**config.mk**
```make
export PLATFORM = sky130hd
export DESIGN_NAME = mux_arbitro
export DESIGN_NICKNAME = d
export VERILOG_FILES = /design/src/rtl/paquete_mux.sv /design/src/rtl/arbitro_rr.sv /design/src/rtl/mux_arbitro.sv
export SDC_FILE = /design/constraint.sdc
export NUM_CORES = 1
export LEC_CHECK = 0
export BUFFER_PORTS_ARGS = -buffer_cell sky130_fd_sc_hd__buf_2
export CORE_MARGIN = 2
export CORE_UTILIZATION = 35
export CTS_BUF_LIST = sky130_fd_sc_hd__clkbuf_16
export CTS_CLUSTER_SIZE = 40
export DETAILED_ROUTE_END_ITERATION = 16
export MAX_ROUTING_LAYER = met4
export PLACE_DENSITY = 0.66
export REMOVE_ABC_BUFFERS = 1
export SLEW_MARGIN = 5
export SYNTH_ARGS = -nofsm -noshare
export SYNTH_HDL_FRONTEND = slang
export SYNTH_SLANG_ARGS = --single-unit
export TNS_END_PERCENT = 10
```
**constraint.sdc**
```tcl
create_clock -name clk -period 2 [get_ports clk]
set_input_delay 0.3 -clock clk [delete_from_list [all_inputs] [get_ports clk]]
set_output_delay 0.3 -clock clk [all_outputs]
set_load 0.05 [all_outputs]
```
**src/rtl/paquete_mux.sv**
```systemverilog
// Shared definitions for the mux/demux/FIFO family: arbitration mode encodings.
package paquete_mux;

  localparam logic MODO_PRIORIDAD_FIJA = 1'b0;
  localparam logic MODO_ROUND_ROBIN    = 1'b1;

endpackage

```
**src/rtl/arbitro_rr.sv**
```systemverilog
// Combinational grant logic: fixed priority from channel 0, or round-robin
// searching upward from the channel after the last one granted.
module arbitro_rr
  import paquete_mux::*;
#(
  parameter int unsigned NUM_CANALES = 4,
  localparam int unsigned SEL_BITS   = $clog2(NUM_CANALES)
) (
  input  logic [NUM_CANALES-1:0] validos_i,
  input  logic [SEL_BITS-1:0]    ultimo_i,
  input  logic                   modo_i,
  output logic [NUM_CANALES-1:0] grant_o,
  output logic [SEL_BITS-1:0]    indice_o,
  output logic                   grant_valido_o
);

  logic [SEL_BITS-1:0] base;
  logic [SEL_BITS-1:0] cand;

  always_comb begin
    indice_o       = '0;
    grant_valido_o = 1'b0;
    cand           = '0;
    base           = (modo_i == MODO_ROUND_ROBIN) ? ultimo_i + SEL_BITS'(1) : '0;
    // NUM_CANALES is a power of two, so the index addition wraps naturally.
    for (int i = 0; i < NUM_CANALES; i++) begin
      cand = base + SEL_BITS'(i);
      if (!grant_valido_o && validos_i[cand]) begin
        grant_valido_o = 1'b1;
        indice_o       = cand;
      end
    end
    grant_o = NUM_CANALES'(grant_valido_o) << indice_o;
  end

endmodule

```
**src/rtl/mux_arbitro.sv**
```systemverilog
// Arbitrated N:1 mux: pops one upstream channel per cycle and registers its word,
// index and a valid strobe; gated by enable and downstream backpressure.
module mux_arbitro
  import paquete_mux::*;
#(
  parameter int unsigned DATA_BITS   = 4,
  parameter int unsigned NUM_CANALES = 4,
  localparam int unsigned SEL_BITS   = $clog2(NUM_CANALES)
) (
  input  logic                             clk,
  input  logic                             reset_L,
  input  logic                             enb,
  input  logic                             modo,
  input  logic [NUM_CANALES*DATA_BITS-1:0] entradas,
  input  logic [NUM_CANALES-1:0]           validos,
  input  logic                             pausa,
  output logic [NUM_CANALES-1:0]           pop,
  output logic [DATA_BITS-1:0]             salida,
  output logic                             valido_salida,
  output logic [SEL_BITS-1:0]              selector
);

  logic [NUM_CANALES-1:0] grant;
  logic [SEL_BITS-1:0]    indice;
  logic                   grant_valido;
  logic                   hay_grant;

  logic [DATA_BITS-1:0] salida_q, salida_d;
  logic [SEL_BITS-1:0]  selector_q, selector_d;
  logic [SEL_BITS-1:0]  ultimo_q, ultimo_d;
  logic                 valido_q, valido_d;
  logic [DATA_BITS-1:0] dato;

  arbitro_rr #(
    .NUM_CANALES (NUM_CANALES)
  ) u_arbitro (
    .validos_i      (validos),
    .ultimo_i       (ultimo_q),
    .modo_i         (modo),
    .grant_o        (grant),
    .indice_o       (indice),
    .grant_valido_o (grant_valido)
  );

  // reset_L gates pop combinationally so no read strobe escapes during reset.
  assign hay_grant = reset_L & enb & ~pausa & grant_valido;
  assign pop       = hay_grant ? grant : '0;

  always_comb begin
    dato = '0;
    for (int i = 0; i < NUM_CANALES; i++) begin
      dato = dato | (entradas[i*DATA_BITS +: DATA_BITS] & {DATA_BITS{grant[i]}});
    end
  end

  always_comb begin
    salida_d   = salida_q;
    selector_d = selector_q;
    ultimo_d   = ultimo_q;
    valido_d   = 1'b0;
    if (!enb) begin
      salida_d   = '0;
      selector_d = '0;
    end else if (hay_grant) begin
      salida_d   = dato;
      selector_d = indice;
      ultimo_d   = indice;
      valido_d   = 1'b1;
    end
  end

  // ultimo resets to the last channel so the first round-robin search starts at 0.
  always_ff @(posedge clk or negedge reset_L) begin
    if (!reset_L) begin
      salida_q   <= '0;
      selector_q <= '0;
      ultimo_q   <= SEL_BITS'(NUM_CANALES - 1);
      valido_q   <= 1'b0;
    end else begin
      salida_q   <= salida_d;
      selector_q <= selector_d;
      ultimo_q   <= ultimo_d;
      valido_q   <= valido_d;
    end
  end

  assign salida        = salida_q;
  assign selector      = selector_q;
  assign valido_salida = valido_q;

endmodule

```
==> results.toml <==
[logic_synthesis]
synthAdderAreaFrac = 0
synthMuxAreaShare = 0.0118
ys_types = 41
synth_warnings = 0
ys_seq_area_frac = 0.268
synth-async-reset-ratio = 1.00
netlist_instances = 99
synth_top_area_share = 0.206
ys_seq_elements = 9
ys.flop_type = "dfrtp_1"
synth_xor_area_frac = 0
synth_compound_area_frac = 0.364
synth_edf_count = 0
yosys.area_share.simple = 0.282
syn-cell-area_um2 = 848
synth.area.top_cells = "dfrtp_1 (21%), dfstp_2 (6.2%), nand4_1 (5.9%)"
synth_area_leader_cell = "dfrtp_1"
avgSynthCellArea_um2 = 8.57
synth_top_family_by_area = "compound AO/OA/AOI/OAI gates"
yosys-top-cells-count = "nand2_1 (11), nand4_1 (8), dfrtp_1 (7)"
yosysMostFrequentCell = "nand2_1"

[grt]
grt-ovfl-total = 0
grt_pass1_wl_um = 5000
grt_max_degree = 10
grt_pass1_vias = 1096
track_usage = 0.254
grt_antenna_before_repair = 0

[final_layout]
nFillCells = 179
stdcell_count = 199
antenna_cells = 0
fin_area_um2 = 1560
fin_nets = 197
syn_to_final_growth_pct = 83.3
drive_above_1_share = 0.637

[worst_setup_path]
cp_cell_sequence = "buf_4 > nand2_1 > o22ai_4 > a211oi_4 > a21boi_2 > and2_4 > nor2b_4 > buf_8"
crit_path_max_fanout = 6
rrSetupSlack_ns = -0.24
worst-setup-path-type = "reg -> out"
cp-end-kind = "output port"
crit_buf_inv = 2
path_delay_family = "compound AO/OA/AOI/OAI gates"
cp_slowest_cell = "dfstp_2"
crit_path_start_kind = "flip-flop"
slowest_delay_ns = 0.58
critPathArrivalTime_ns = 2.13
required_ns = 1.70

[job]
cap_viol_max_count = 0

[floorplanning]
die_w_um = 53.2
dieArea_um2 = 2830
core_area_um2 = 2250
die_h_um = 53.2
start_util = 0.376
rows = 17
io_pins = 36

[drt]
wl_um = 3320
vias = 1113
ant_nets = 0
drt_first_pass_iters = 4
route.detailed.drc = 0
via_per_inst = 5.59
drtIter0Drc = 29
wl_per_cell_um = 16.7

[run_status]
violations = "negative setup slack"
status = "finished with violations"

[clocking]
cts_buffers = 3
cts.sink_count = 9
cts_tree = "built"
clkTransAtPathRegs_ns = 0.04
h-tree-depth = 1
insertion_delay_ns = 0.23
cts_root_buf = "clkbuf_16"
cts_buffer_depth = 2

[sta]
max_clock_freq_mhz = 412
worst_slew_margin_rel = 0.748
rsz0062_at_grt = "true"
min_period_over_period = 1.21
clock_skew_ns = 0.000681
final.setup.tns_ns = -2.48
setup_viol = 10
hold_viol = 0
slew_violations = 0
min_period_ns = 2.43
fin_ws_ns = -0.427
max_slew.worst_pin.slew_ns = 0.379

[place]
place.gp.congestion = 0.994
dp.cells = 184
dp_hpwl_um = 2170
place_area_um2 = 1220
port_buffers = 35

[power_and_ir_drop]
p_per_area_nw_per_um2 = 919
peakVddDrop_uv = 597
leakage_uw = 0.000747

[worst_hold_path]
worstHoldPathType = "in -> reg"
kinds of logic after synthesis:
group,count (synthesis)
compound gates,36
flops,9
simple gates,42
buf+inv,11
mux,1
cell usage in the layout, fill, tap and decap left out, drive strengths merged, types with 5 or more instances in the layout:
cell     n
buf     73
nand2   12
nand4    8
dfrtp    7
inv      6
nand2b   6
nor2     5
a22oi    5
o21ai    5
worst reg2reg max path, delay by kind of cell (launching register included):
kind,cells,cell delay (ns)
buffers and inverters,4,0.57
and+or+nand+nor,3,0.23
AOI/OAI and AO/OA,4,0.71
DFF,1,0.58
registers in the layout, summed over array words and instances, names as in the netlist:
signal / cells
valido_salida: 1
selector: 2
ultimo_q: 2
salida: 4
stage by stage:
step | hold WS (ns) | worst slack, ns | util | total power (uW)
4_1_cts | 0.340 | -0.320 | 0.660 | 1360
2_1_floorplan | 0.00441 | -0.673 | - | 605
3_3_place_gp | 0.226 | -0.217 | 0.543 | 836
6_report | 0.338 | -0.427 | 0.690 | 1430
3_5_place_dp | 0.237 | -0.236 | 0.543 | 850
5_1_grt | 0.347 | -0.507 | 0.690 | 1510
worst paths after layout:
| kind | start | to | cells past startpoint |
|---|---|---|---|
| max | ultimo_q[1] | pop[0] | 8 |
| min reg2reg | selector[0] | selector[0] | 2 |
| max reg2reg | ultimo_q[1] | salida[0] | 11 |
| min in group asynchronous | reset_L | valido_salida | 3 |
| min | enb | selector[1] | 2 |
| max in group asynchronous | reset_L | ultimo_q[1] | 3 |
cell type report:
class	count	area, um^2	share of cell area
multi-input combinational	79	688	0.442
timing repair buffer	74	507	0.326
sequential	9	228	0.146
clock buffer	3	75.1	0.0483
tap	28	35.0	0.0225
inverter	5	18.8	0.0121
clock inverter	1	3.75	0.00241
power by group:
group          internal [uW]  switching (uW)
clock network            261            85.7
logic                    392             432
registers                223            35.2
total                    876             553
layer usage:
layer,part of all wire,vias up,track usage
li1,-,520,-
met1,0.40,527,0.301
met2,0.52,55,0.424
met3,0.058,11,0.0395
met4,0.021,0,0.107
met5,0,-,-
what timing repair did:
item                                   4_1_cts  5_1_grt
setup buffers                               10        1
endpoints found under the hold margin        7        0
pin swaps                                   13       11
setup endpoints to repair                    8       11
resized for setup                           26       12
hold buffers                                 1        0
Note: power is estimated with default switching activity, not from simulation.
